===== config.mk =====
export PLATFORM = sky130hd
export DESIGN_NAME = usr_rx
export DESIGN_NICKNAME = d
export VERILOG_FILES = /design/src/rtl/usr_rx.sv
export SDC_FILE = /design/constraint.sdc
export NUM_CORES = 1
export LEC_CHECK = 0
export ABC_AREA = 1
export BUFFER_PORTS_ARGS = -buffer_cell sky130_fd_sc_hd__buf_2
export CAP_MARGIN = 20
export CORE_MARGIN = 3
export CORE_UTILIZATION = 35
export CTS_CLUSTER_SIZE = 30
export DETAILED_ROUTE_END_ITERATION = 12
export PLACE_DENSITY = 0.67
export SKIP_LAST_GASP = 1
export SLEW_MARGIN = 10
export SYNTH_ARGS = -nofsm -noshare
export SYNTH_HDL_FRONTEND = slang
export SYNTH_SLANG_ARGS = --single-unit

===== constraint.sdc =====
create_clock -name clk -period 1.39 [get_ports clk]
set_clock_uncertainty 0.15 [all_clocks]
set_input_delay 0.278 -clock clk [delete_from_list [all_inputs] [get_ports clk]]
set_output_delay 0.278 -clock clk [all_outputs]
set_load 0.05 [all_outputs]

===== src/rtl/usr_rx.sv =====
// Framed serial receiver: start, WIDTH data bits, even parity, stop, sampled on en strobes.
// Good words are held in PO with a valid/ready handshake; errors are reported as 1-cycle pulses.
module usr_rx #(
    parameter int unsigned WIDTH     = 5,
    parameter bit          MSB_FIRST = 1'b1
) (
    input  logic             clk,
    input  logic             rst,
    input  logic             SI,
    input  logic             en,
    output logic [WIDTH-1:0] PO,
    output logic             valid,
    input  logic             ready,
    output logic             busy,
    output logic             parity_err,
    output logic             frame_err,
    output logic             overrun
);

    localparam int unsigned CntW = $clog2(WIDTH + 1);

    typedef enum logic [1:0] {StIdle, StData, StParity, StStop} state_e;

    state_e           state_q, state_d;
    logic [CntW-1:0]  cnt_q, cnt_d;
    logic [WIDTH-1:0] sr_q, sr_d;
    logic [WIDTH-1:0] po_q, po_d;
    logic             valid_q, valid_d;
    logic             par_ok_q, par_ok_d;
    logic             perr_q, perr_d;
    logic             ferr_q, ferr_d;
    logic             ovr_q, ovr_d;
    logic             good;

    always_comb begin
        state_d  = state_q;
        cnt_d    = cnt_q;
        sr_d     = sr_q;
        po_d     = po_q;
        valid_d  = valid_q;
        par_ok_d = par_ok_q;
        perr_d   = 1'b0;
        ferr_d   = 1'b0;
        ovr_d    = 1'b0;
        good     = 1'b0;

        case (state_q)
            StIdle: begin
                if (en && !SI) begin
                    state_d = StData;
                    cnt_d   = '0;
                end
            end
            StData: begin
                if (en) begin
                    if (MSB_FIRST) sr_d = (sr_q << 1) | WIDTH'(SI);
                    else           sr_d = (sr_q >> 1) | (WIDTH'(SI) << (WIDTH - 1));
                    cnt_d = cnt_q + 1'b1;
                    if (cnt_q == CntW'(WIDTH - 1)) state_d = StParity;
                end
            end
            StParity: begin
                if (en) begin
                    par_ok_d = ~(^sr_q ^ SI);
                    state_d  = StStop;
                end
            end
            StStop: begin
                if (en) begin
                    state_d = StIdle;
                    // A bad stop bit masks any parity error.
                    if (!SI)            ferr_d = 1'b1;
                    else if (!par_ok_q) perr_d = 1'b1;
                    else                good   = 1'b1;
                end
            end
            default: state_d = StIdle;
        endcase

        if (valid_q && ready) valid_d = 1'b0;
        if (good) begin
            if (!valid_q || ready) begin
                po_d    = sr_q;
                valid_d = 1'b1;
            end else begin
                ovr_d = 1'b1;
            end
        end
    end

    always_ff @(posedge clk) begin
        if (rst) begin
            state_q  <= StIdle;
            cnt_q    <= '0;
            sr_q     <= '0;
            po_q     <= '0;
            valid_q  <= 1'b0;
            par_ok_q <= 1'b0;
            perr_q   <= 1'b0;
            ferr_q   <= 1'b0;
            ovr_q    <= 1'b0;
        end else begin
            state_q  <= state_d;
            cnt_q    <= cnt_d;
            sr_q     <= sr_d;
            po_q     <= po_d;
            valid_q  <= valid_d;
            par_ok_q <= par_ok_d;
            perr_q   <= perr_d;
            ferr_q   <= ferr_d;
            ovr_q    <= ovr_d;
        end
    end

    assign PO         = po_q;
    assign valid      = valid_q;
    assign busy       = (state_q != StIdle);
    assign parity_err = perr_q;
    assign frame_err  = ferr_q;
    assign overrun    = ovr_q;

endmodule

Word level (Yosys, flattened, before mapping)
Cells that the tools add are included.
Word-level totals
  flip-flop bits (word level): 20
  input bits: 5
  output and inout bits: 10
  word-level logic and storage cells: 62
Cells by class
  $add $sub $neg: 1
  equal/unequal tests: 9
  mux-type cells: 19
  bitwise logic cells: 7
  reduce and logical (&&, ||, !) cells: 17
Operator list (count)
  $mux W1: 10
  $mux W2: 5
  $ne A2 B2 Y1 const B: 5
  $pmux W2 S4: 1
  $mux W3: 2
  $pmux W3 S2: 1
  $reduce_and A2 Y1: 3
  $not A1 Y1: 5
  $or A5 B1 Y5: 1
  $reduce_and A5 Y1: 1
  $reduce_xor A5 Y1: 1
  $eq A2 B2 Y1 const B: 2
  $reduce_bool A2 Y1: 2
  $reduce_or A4 Y1: 1
  $add A3 B1 Y3 const B: 1
  $eq A3 B3 Y1 const B: 1
  $reduce_and A3 Y1: 1
  $reduce_or A3 Y1: 1
  $eq A2 B1 Y1 const B: 1
  $logic_and A1 B1 Y1: 2
  $logic_not A1 Y1: 2
  $logic_not A2 Y1: 1
  $reduce_or A2 Y1: 1
  $logic_or A1 B1 Y1: 1
  $xor A1 B1 Y1: 1

Longest topological paths before layout
  word-level depth: 6
  mapped depth: 10
  mapped depth without buffers: 9

Least setup slack after synthesis
Ideal clock, no wire load.
  kind: register to register
  start point: reg state_q[0]
  end point: reg cnt_q[0]
  arrival: 1.256 ns
  required time: 1.119 ns
  slack: -0.137 ns
  stages on the path, launching flop included: 7
  clock period less this slack: 1.527 ns
  cells stage by stage: dfxtp_1 > inv_1 > ha_1 > or2_2 > nand2_1 > xor2_1 > nor2_1
On the way
  cells in the longest elaborated chain, start to end: 3
  elaborated cells between the ends (all ways): 7
Ends and longest elaborated chain
  from (decl): RTL line 24  | state_e state_q, state_d;
  from (signal assigned): RTL line 93  | state_q <= StIdle;
  from (signal assigned): RTL line 103  | state_q <= state_d;
  $eq A2 B1 Y1 / $logic_not A2 Y1 (equally long branches): RTL line 47  | case (state_q)
  $ne A2 B2 Y1 (no source line) / $reduce_bool A2 Y1 (equally long branches)
  $reduce_and A3 Y1 (no source line)
  to (signal assigned): RTL line 104  | cnt_q <= cnt_d;
  to (decl): RTL line 25  | logic [CntW-1:0] cnt_q, cnt_d;
Several ways; a longest one is shown, not always the timed one.
A chain may end at the register's enable or synchronous reset.

Final worst setup path
  start point: reg state_q[1]
  end point: out busy
On the way
  cells in the longest elaborated chain, start to end: 1
Ends and longest elaborated chain
  $reduce_bool A2 Y1: RTL line 117  | assign busy = (state_q != StIdle);
  to (decl): RTL line 14  | output logic busy,
No other way between the ends.

==> flow_metrics.py <==
metrics = {
    "status": {
        "run_status": "complete, but fails checks",
        "violations": "setup timing",
    },
    "placement": {
        "hpwlAfterDp_microns": 1470,
        "post-place-cells": 182,
        "placed_cell_area_sq_um": 1140,
        "routabilityCongestion": 0.729,
        "port_buffers": 14,
    },
    "power": {
        "peakVddDrop_v": 0.00100,
        "power.switching_fraction_pct": 37.9,
        "internal_power_mw": 1.41,
        "power.density_cell_area_nw_per_um2": 1790,
        "p_sw_mw": 0.861,
        "total_power_mw": 2.27,
        "clock_power_share_pct": 20.9,
        "seq_power_share_pct": 32.4,
        "pwr-share-comb_pct": 46.7,
        "total_leakage_power_nw": 0.616,
    },
    "timing": {
        "fin_crit_share_pct": 108,
        "final_critical_path_setup_slack_ps": -106,
        "unrepaired_setup_endpoints_after_global_routing": "yes",
        "slew_headroom_pct": 81.7,
        "tightest_slew_ps": 274,
        "hold_violations": 0,
        "setup_viol": 11,
        "final.hold.worst_slack_ps": 30.2,
        "achievable-frequency_ghz": 0.668,
        "minimum_clock_period_after_layout_ps": 1500,
        "final.setup.tns_ps": -677,
        "final-max-slew-violation-count": 0,
    },
    "synthesis": {
        "synth_area_leaders": "sky130_fd_sc_hd__dfxtp_1 41%, sky130_fd_sc_hd__nand2_1 14%, sky130_fd_sc_hd__ha_1 7.6%",
        "synth-async-reset-ratio_pct": 0,
        "synth.cells.most_frequent": "36 x sky130_fd_sc_hd__nand2_1, 20 x sky130_fd_sc_hd__dfxtp_1, 20 x sky130_fd_sc_hd__inv_1",
        "post_synth_instance_area_sq_um": 985,
        "ys_ff_latch": 20,
        "synth.yosys.seq_area_share_pct": 40.7,
        "synth.most_common_cell": "sky130_fd_sc_hd__nand2_1",
        "synthDominantAreaCellType": "sky130_fd_sc_hd__dfxtp_1",
        "synth.lib_cells_used.distinct": 19,
        "complex_gate_fraction_of_the_synthesized_area_pct": 13.1,
        "synth_ff_type": "sky130_fd_sc_hd__dfxtp_1",
        "synth.top_cell.area_share_pct": 40.7,
        "synth_adder_area_share_pct": 7.62,
        "ys_warn_count": 0,
        "synthSimpleGateAreaFrac_pct": 27.6,
        "edff_count_synth": 0,
        "per_instance_average_area_after_synthesis_sq_um": 7.24,
        "synth_top_family_by_area": "simple AND/OR/NAND/NOR gates",
        "postSynthCellCount": 136,
        "post_synth_xor_area_fraction_pct": 1.78,
        "syn_nets": 147,
        "synth.area.mux_share_pct": 0,
    },
    "clock_network": {
        "cts_max_path_buffers": 2,
        "tritoncts": "built",
        "numCtsBuffers": 3,
        "cts-root-buf": "sky130_fd_sc_hd__clkbuf_4",
        "path_clk_slew_ps": 120,
        "cts-hold-fix-buffers": 0,
        "clkLatencyLatePin_ps": 300,
        "clock_tree.htree_level_count": 1,
        "clock_sinks": 20,
    },
    "finish": {
        "n_antenna_cell": 0,
        "finish.instance_area_sq_um": 1270,
        "fillCellCount": 259,
        "final-instance-count-excl-fill": 188,
        "areaGrowthSynthToFinish_pct": 28.7,
        "design.final.nets": 170,
        "post_route_cells_drive_above_1_share_pct": 26.6,
    },
    "floorplan": {
        "horizontal_die_dimension_microns": 59.0,
        "ios": 15,
        "floorplan.die_area_sq_um": 3490,
        "floorplan.rows": 18,
        "fp.coreArea_sq_um": 2570,
        "initial_utilization_pct": 38.4,
        "die-height_microns": 59.0,
    },
    "drt": {
        "drc_errors": 0,
        "vias_per_cell": 4.73,
        "antenna_left": 0,
        "aggregate_routed_wire_length_microns": 1990,
        "vias": 889,
        "drtPass1Iterations": 4,
        "avgRoutedWirePerCell_microns": 10.6,
        "drt-initial-drc-count": 18,
    },
    "worst_hold_path": {
        "timing.hold.worst_endpoint": "valid",
        "holdCritPathClass": "primary input to flop",
        "worstHoldPathCells": 2,
        "hold_start": "rst",
    },
    "worst_setup_path": {
        "launch_instance_of_the_worst_register_to_register_path": "state_q[0]",
        "critical_path_class": "flop to output port",
        "start_kind": "flop",
        "critical_path_required_ps": 960,
        "timing.critical_path.arrival_ps": 1070,
        "reg2reg_setup_slack_ps": -100,
        "crit_fanout": 4,
        "worstRegToRegCells": 8,
        "cp-end-kind": "output port",
        "r2r_end": "state_q[1]",
    },
    "global_route": {
        "initial_antenna_violation_count": 0,
        "grt_pass1_wl_microns": 3480,
        "globalRouteTotalUtil_pct": 12.8,
        "grt_start_max_net_pins": 16,
        "first_global_vias": 827,
        "grt_remaining_overflow": 0,
    },
    "job": {
        "drv_cap": 0,
    },
}
[per-stage QoR]
| stage | util (%) | setup slack, ps |
|---|---|---|
| 4_1_cts | 48.7 | -116 |
| 2_1_floorplan | - | -0.974 |
| 5_1_grt | 49.4 | -171 |
| 3_5_place_dp | 44.5 | -118 |
| 3_3_place_gp | 44.5 | -39.6 |
| 6_report | 49.4 | -106 |
[power by group through the flow]
stage / combinational [mW] / clock (mW) / sequential, mW
floorplan: 0.674 / 0 / 0.741
global placement: 0.825 / 0 / 0.743
detailed placement: 0.858 / 0 / 0.751
CTS: 1.04 / 0.495 / 0.736
global route: 1.18 / 0.518 / 0.748
finish: 1.06 / 0.474 / 0.737
[metal layers]
layer / track usage (%) / routed length [microns] / up-vias
met5: 0 / 0 / -
met3: 2.18 / 92 / 2
li1: - / - / 475
met4: 3.88 / 8 / 0
met1: 16.0 / 903 / 400
met2: 22.4 / 986 / 12
[logic make-up after synthesis]
logic type                 after synthesis
and+or+nand+nor                         61
AOI/OAI and AO/OA                       25
buffers and inverters                   22
DFF                                     20
adders and majority gates                6
xor gates and xnor gates                 2
[worst max-delay path by stage]
stage,slack (ps),end,from
after CTS,-120,busy,state_q[1]
after global routing,-170,state_q[1],state_q[0]
after global placement,-40,cnt_q[1],state_q[0]
after detailed placement,-120,cnt_q[1],state_q[0]
after floorplan,-1,cnt_q[0],state_q[0]
final,-110,busy,state_q[1]
[cells in the final DEF, fill, tap and decap left out, drive strengths merged]
master  instances
nor2           12
nand2          37
nor3            2
or2             1
o21ai          14
clkbuf          7
nand4           2
a21oi          11
nand3           7
ha              6
bufinv          1
inv            20
dfxtp          20
xor2            2
buf            16
[what timing repair did]
item | in CTS | in global routing
setup endpoints to repair | 11 | 21
pin swaps | 2 | 4
buffers inserted | 2 | 0
resized for setup | 14 | 7
endpoints found under the hold margin | 0 | 0
[cell type report]
type                       instances  area [sq um]  area share, %
clock buffer                       3          22.5           1.78
multi-input combinational         94           538           42.4
timing repair buffer              20           160           12.6
tap                               30          37.5           2.96
clock inverter                     1          30.0           2.37
sequential                        20           404           31.9
inverter                          20          75.1           5.92
[flip-flops by register name, indices dropped and copies added, names as in the netlist]
name and count:
PO 5, sr_q 5, cnt_q 3, state_q 2
frame_err 1, overrun 1, par_ok_q 1, parity_err 1
valid 1
[critical path: stages, from the launching register on]
cell and delay (ps):
sky130_fd_sc_hd__dfxtp_2 340, sky130_fd_sc_hd__inv_2 80, sky130_fd_sc_hd__ha_4 170, sky130_fd_sc_hd__inv_2 40
sky130_fd_sc_hd__buf_8 140
Power figures use the tool's default switching activity.
